<file path="src/rtl/adc_sample_source.sv">
// adc_sample_source
//   Producer side of the ready/x sample stream feeding the LMS FIR path.
//   Raw unsigned ADC conversions are buffered in a small FIFO. Once every
//   SAMPLE_PERIOD clocks one entry is popped, and a leaky-integrator DC
//   estimate is subtracted from it. The result is presented on x_out as a
//   signed 16-bit sample, together with a one-cycle ready_out strobe.
//
// Ports
//   clk_in        in   system clock
//   rst_in        in   asynchronous active-low reset
//   enable_in     in   run pacing; low holds the tick counter at 0 and flushes the FIFO
//   adc_valid_in  in   one-cycle strobe qualifying adc_data_in
//   adc_data_in   in   raw unsigned conversion (ADC_W bits)
//   clear_in      in   one-cycle clear of the sticky flags
//   ready_out     out  one-cycle strobe, new x_out valid this cycle
//   x_out         out  signed DC-removed sample, held between strobes
//   dc_est_out    out  current DC estimate (acc >> DC_SHIFT)
//   underrun_out  out  sticky: a tick found the FIFO empty
//   overflow_out  out  sticky: a push was dropped because the FIFO was full
module adc_sample_source #(
   parameter int ADC_W         = 12,
   parameter int SAMPLE_PERIOD = 128,
   parameter int FIFO_DEPTH    = 4,
   parameter int DC_SHIFT      = 8,
   parameter int DC_INIT       = 1780
) (
   input  logic             clk_in,
   input  logic             rst_in,
   input  logic             enable_in,
   input  logic             adc_valid_in,
   input  logic [ADC_W-1:0] adc_data_in,
   input  logic             clear_in,
   output logic             ready_out,
   output logic [15:0]      x_out,
   output logic [ADC_W-1:0] dc_est_out,
   output logic             underrun_out,
   output logic             overflow_out
);

   localparam int CNT_W = $clog2(SAMPLE_PERIOD);
   localparam int PTR_W = (FIFO_DEPTH > 1) ? $clog2(FIFO_DEPTH) : 1;
   localparam int ACC_W = ADC_W + DC_SHIFT + 1;

   localparam logic [CNT_W-1:0] CNT_LAST = CNT_W'(SAMPLE_PERIOD - 1);
   localparam logic [CNT_W-1:0] CNT_ONE  = CNT_W'(1);
   localparam logic [CNT_W-1:0] CNT_ZERO = CNT_W'(0);
   localparam logic [PTR_W-1:0] PTR_ONE  = PTR_W'(1);
   localparam logic [PTR_W-1:0] PTR_ZERO = PTR_W'(0);
   localparam logic [PTR_W:0]   LVL_ONE  = (PTR_W + 1)'(1);
   localparam logic [PTR_W:0]   LVL_ZERO = (PTR_W + 1)'(0);
   localparam logic [PTR_W:0]   LVL_FULL = (PTR_W + 1)'(FIFO_DEPTH);
   localparam logic [ACC_W-1:0] ACC_INIT = ACC_W'(DC_INIT) << DC_SHIFT;

   typedef enum logic [1:0] {
      S_WAIT  = 2'd0,
      S_POP   = 2'd1,
      S_UNDER = 2'd2,
      S_EMIT  = 2'd3
   } state_t;

   // Raw minus estimate, both treated as unsigned, sign-extended to 16 bits.
   function automatic logic [15:0] centre(input logic [ADC_W-1:0] raw,
                                          input logic [ADC_W-1:0] est);
      logic [ADC_W:0] d;
      d = {1'b0, raw} - {1'b0, est};
      return 16'($signed(d));
   endfunction

   logic [CNT_W-1:0] count_r;
   logic             tick_s;

   logic [ADC_W-1:0] mem_r [FIFO_DEPTH];
   logic [PTR_W-1:0] wr_ptr_r;
   logic [PTR_W-1:0] rd_ptr_r;
   logic [PTR_W:0]   level_r;
   logic             empty_s;
   logic             full_s;
   logic             push_s;
   logic             pop_s;
   logic             drop_s;
   logic [ADC_W-1:0] head_s;

   state_t           state_r;
   state_t           state_nxt_s;

   logic [ACC_W-1:0] acc_r;
   logic [ADC_W-1:0] est_s;
   logic [15:0]      x_r;
   logic             ready_r;
   logic             underrun_r;
   logic             overflow_r;
   logic             under_set_s;

   // Tick, FIFO handshake and estimator decode.
   always_comb begin
      tick_s  = enable_in && (count_r == CNT_LAST);
      empty_s = (level_r == LVL_ZERO);
      full_s  = (level_r == LVL_FULL);
      head_s  = mem_r[rd_ptr_r];
      est_s   = ADC_W'(acc_r >> DC_SHIFT);
      // A pop in the same cycle frees a slot, so a push into a full FIFO is still taken.
      pop_s   = (state_r == S_POP) && enable_in && !empty_s;
      push_s  = enable_in && adc_valid_in && (!full_s || pop_s);
      drop_s  = enable_in && adc_valid_in && full_s && !pop_s;
      under_set_s = (state_r == S_UNDER) && enable_in;
   end

   // Sample pacing counter, held at zero while disabled.
   always_ff @(posedge clk_in or negedge rst_in) begin
      if (!rst_in) begin
         count_r <= CNT_ZERO;
      end else if (!enable_in) begin
         count_r <= CNT_ZERO;
      end else if (count_r == CNT_LAST) begin
         count_r <= CNT_ZERO;
      end else begin
         count_r <= count_r + CNT_ONE;
      end
   end

   // Input FIFO storage, pointers and fill level; flushed while disabled.
   always_ff @(posedge clk_in or negedge rst_in) begin
      if (!rst_in) begin
         for (int i = 0; i < FIFO_DEPTH; i++) begin
            mem_r[i] <= '0;
         end
         wr_ptr_r <= PTR_ZERO;
         rd_ptr_r <= PTR_ZERO;
         level_r  <= LVL_ZERO;
      end else if (!enable_in) begin
         wr_ptr_r <= PTR_ZERO;
         rd_ptr_r <= PTR_ZERO;
         level_r  <= LVL_ZERO;
      end else begin
         if (push_s) begin
            mem_r[wr_ptr_r] <= adc_data_in;
            wr_ptr_r        <= wr_ptr_r + PTR_ONE;
         end
         if (pop_s) begin
            rd_ptr_r <= rd_ptr_r + PTR_ONE;
         end
         case ({push_s, pop_s})
            2'b10:   level_r <= level_r + LVL_ONE;
            2'b01:   level_r <= level_r - LVL_ONE;
            default: level_r <= level_r;
         endcase
      end
   end

   // Sequencer state register.
   always_ff @(posedge clk_in or negedge rst_in) begin
      if (!rst_in) begin
         state_r <= S_WAIT;
      end else begin
         state_r <= state_nxt_s;
      end
   end

   // Sequencer next state; disabling aborts a pending POP/UNDER back to WAIT.
   always_comb begin
      state_nxt_s = state_r;
      case (state_r)
         S_WAIT: begin
            if (tick_s) begin
               state_nxt_s = empty_s ? S_UNDER : S_POP;
            end else begin
               state_nxt_s = S_WAIT;
            end
         end
         S_POP, S_UNDER: begin
            if (enable_in) begin
               state_nxt_s = S_EMIT;
            end else begin
               state_nxt_s = S_WAIT;
            end
         end
         S_EMIT:  state_nxt_s = S_WAIT;
         default: state_nxt_s = S_WAIT;
      endcase
   end

   // Strobe register: high exactly while the sequencer sits in EMIT.
   always_ff @(posedge clk_in or negedge rst_in) begin
      if (!rst_in) begin
         ready_r <= 1'b0;
      end else begin
         ready_r <= (state_nxt_s == S_EMIT);
      end
   end

   // DC estimator and output sample; both update only on a real pop.
   always_ff @(posedge clk_in or negedge rst_in) begin
      if (!rst_in) begin
         acc_r <= ACC_INIT;
         x_r   <= 16'd0;
      end else if (pop_s) begin
         // The estimate used here is the pre-update value.
         acc_r <= acc_r + ACC_W'(head_s) - ACC_W'(est_s);
         x_r   <= centre(head_s, est_s);
      end else begin
         acc_r <= acc_r;
         x_r   <= x_r;
      end
   end

   // Sticky flags; a set event in the same cycle beats clear_in.
   always_ff @(posedge clk_in or negedge rst_in) begin
      if (!rst_in) begin
         underrun_r <= 1'b0;
         overflow_r <= 1'b0;
      end else begin
         underrun_r <= under_set_s | (underrun_r & ~clear_in);
         overflow_r <= drop_s      | (overflow_r & ~clear_in);
      end
   end

   assign ready_out    = ready_r;
   assign x_out        = x_r;
   assign dc_est_out   = est_s;
   assign underrun_out = underrun_r;
   assign overflow_out = overflow_r;

endmodule

</file>
<file path="config.mk">
export PLATFORM = sky130hd
export DESIGN_NAME = adc_sample_source
export DESIGN_NICKNAME = d
export VERILOG_FILES = /design/src/rtl/adc_sample_source.sv
export SDC_FILE = /design/constraint.sdc
export NUM_CORES = 1
export LEC_CHECK = 0
export ABC_AREA = 0
export CAP_MARGIN = 20
export CORE_UTILIZATION = 60
export DETAILED_ROUTE_END_ITERATION = 8
export PLACE_DENSITY = 0.93
export SYNTH_ARGS = -nofsm -noshare
export SYNTH_HDL_FRONTEND = slang
export SYNTH_SLANG_ARGS = --single-unit
export TNS_END_PERCENT = 50
</file>
<file path="constraint.sdc">
create_clock -name clk_in -period 7.2 [get_ports clk_in]
set_input_delay 1.44 -clock clk_in [delete_from_list [all_inputs] [get_ports clk_in]]
set_output_delay 1.44 -clock clk_in [all_outputs]
set_load 0.005 [all_outputs]
</file>
==> flow_metrics.tcl <==
set metrics [dict create \
    p_leak_nw 3.20 \
    cp.buffers_inverters 1 \
    synth-seq-cells 100 \
    synthXorXnorAreaFrac 0.0339 \
    syn2layout_area_growth_pct 8.91 \
    grt_pass1_vias 4874 \
    die_w_um 106 \
    via_per_inst 6.10 \
    required_ns 7.48 \
    grt_first_pass_wirelength_mm 23.6 \
    crit_family "compound AO/OA/AOI/OAI gates" \
    post_drt_wl_per_cell_um 18.0 \
    fmax_mhz 252 \
    clock_latency_ns 0.36 \
    core_area_mm2 0.0104 \
    p_per_area_mw_per_mm2 237 \
    multi_input_area_mm2 0.00342 \
    synth_top_family_by_area "compound AO/OA/AOI/OAI gates" \
    setup_viol 0 \
    dr.pass1.iters 5 \
    wl_mm 14.1 \
    ant_nets 0 \
    critical_path.startpoint_type "flop" \
    synth_top_area_frac 0.360 \
    synth.top_cells.by_area "dfrtp_1 (36%), mux2_2 (8.4%), ha_1 (7.7%), fa_1 (4.3%), mux4_2 (4.2%)" \
    holdPathStages 1 \
    n_fill_cell 763 \
    synthesis.nets 697 \
    num_rows 37 \
    antenna_found_initial 0 \
    cp_slowest_stage_delay_ns 0.91 \
    place.gp.congestion 0.926 \
    hp-class "reg2reg" \
    drv_slew 0 \
    finClkSkew_ns 0.00764 \
    layout.nets 715 \
    rsz0062_at_grt "no" \
    io_pins 48 \
    setup_ws_ns 3.23 \
    syn_area_mm2 0.00646 \
    diodes 0 \
    drc 0 \
    syn_inst 626 \
    muxShareOfSynthArea 0.132 \
    htreeDepth 3 \
    grt_max_degree 76 \
    clk_pin_slew_worst_paths_ns 0.10 \
    synthArstFlopShare 1.00 \
    post_cts_buffers 0 \
    numPortBuffers 47 \
    synth-warning-count 0 \
    synth_edf_count 0 \
    dieArea_mm2 0.0112 \
    path_common_cell "fa_1" \
    slew_headroom 0.379 \
    cts_buffers 9 \
    gr-total-overflow 0 \
    cts-root-buf "clkbuf_8" \
    cp_cell_sequence "mux4_2 -> inv_1 -> fa_1 -> fa_1 -> nor2b_1 -> o31a_2 -> o22ai_2 -> o41a_1 -> o2111ai_1 -> o221ai_2" \
    drv_cap 0 \
    cts_max_path_buffers 2 \
    reg2regPathDepth 10 \
    post-place-ws_ns 3.16 \
    fin_setup_tns_ns 0 \
    status "finished clean" \
    synthAdderAreaFrac 0.121 \
    crit_slowest_cell "dfrtp_1" \
    syn_area_per_cell_um2 10.3 \
    min_period_ns 3.97 \
    yosys.area.top_type "dfrtp_1" \
    cts.sinks 100 \
    grt_usage 0.269 \
    worstSetupEndpointType "flop" \
    vdd_drop_max_mv 0.203 \
    critPathKind "reg2reg" \
    die-height_um 106 \
    crit_arrival_ns 4.26 \
    drt_iter0_drc 316 \
    hold_violations 0 \
    critical_path.max_fanout 14 \
    path_depth 10 \
    final_core_util 0.679 \
    num_vias 4788 \
    synth_compound_area_frac 0.132 \
    postCtsHoldBufs 0 \
    seq_area_mm2 0.00251 \
    seq_area_frac_synth 0.389 \
    tightestPinTransition_ns 0.931 \
    start_util 0.623 \
    cts_tree "yes" \
    drive_above_1_share 0.156 \
    synthDistinctLibCells 58 \
    dp_hpwl_mm 10.4 \
    synthSimpleGateAreaFrac 0.109 \
    cts_resized 0 \
    ys.flop_type "dfrtp_1" \
    period_share 0.552 \
]
-- area by class of cell --
cell class	count	share of cell area
repair buffers	49	0.0686
well taps	136	0.0242
clock inverters	6	0.00765
multi-input cells	414	0.486
flip-flops and latches	100	0.357
clock buffers	10	0.0196
inverters	70	0.0373
-- placed cells by master, fill, tap and decap left out, types with 13 or more instances in the layout --
| master | instances |
|---|---|
| fa_1 | 14 |
| inv_1 | 70 |
| xor2_1 | 13 |
| nor2_1 | 27 |
| nand3_1 | 15 |
| mux2_2 | 48 |
| dfrtp_1 | 93 |
| o21ai_0 | 38 |
| clkdlybuf4s50_1 | 46 |
| ha_1 | 40 |
| a21oi_1 | 21 |
| nor3_1 | 13 |
| nand2_1 | 44 |
-- registers in the layout, indices dropped and copies added (netlist names) --
register and flops:
acc_r 20, count_r 7, level_r 3, mem_r 48, overflow_out 1, rd_ptr_r 2, ready_out 1, state_r 2
underrun_out 1, wr_ptr_r 2, x_out 13
-- report_power, final --
part	internal, W	total (W)	switching [W]
Sequential	0.000647	0.000697	0.0000495
Clock	0.000142	0.000352	0.000210
Combinational	0.000281	0.000618	0.000337
Total	0.00107	0.00167	0.000597
-- per-layer routing --
metal	GRT usage	wire length, um
met1	0.345	5840
met2	0.477	7330
met5	0	0
met4	0.0724	236
met3	0.0383	704
-- stage by stage --
step | area (um2) | hold WS [ns] | instances | total power, W
finish | 7040 | 0.469 | 785 | 0.00167
detailed placement | 6850 | 0.458 | 769 | 0.00131
global route | 7040 | 0.491 | 785 | 0.00176
CTS | 7040 | 0.472 | 785 | 0.00166
global placement | 6850 | 0.450 | 769 | 0.00126
floorplan | 6460 | 0.431 | 626 | 0.00116
-- cell usage after synthesis, types with 12 or more instances --
master and n:
nand3_1 16, a21oi_1 21, fa_1 14, nand2_1 44, xor2_1 13, mux2_2 48, nor3_1 13, mux4_2 12
buf_4 19, xnor2_1 12, nor2_1 27, ha_1 40, inv_1 70, dfrtp_1 93, o21ai_0 38, buf_2 12
-- path summary, 6_finish.rpt --
| path | from | to | slack [ns] |
|---|---|---|---|
| max in group asynchronous | rst_in | acc_r[16] | 5.00 |
| worst min-delay path | count_r[0] | count_r[0] | 0.47 |
| worst max-delay path | rd_ptr_r[0] | acc_r[18] | 3.23 |
| worst max register to register | rd_ptr_r[0] | acc_r[18] | 3.23 |
| min in group asynchronous | rst_in | underrun_out | 0.97 |
| worst min register to register | count_r[0] | count_r[0] | 0.47 |
-- cell families after synthesis --
family                   count (synthesis)
AND/OR/NAND/NOR                        145
adder cells (fa/ha/maj)                 54
XOR/XNOR                                25
multiplexers                            64
buffers and inverters                  112
AO/OA/AOI/OAI                          126
flip-flops                             100
(Power assumes the default switching activity.)
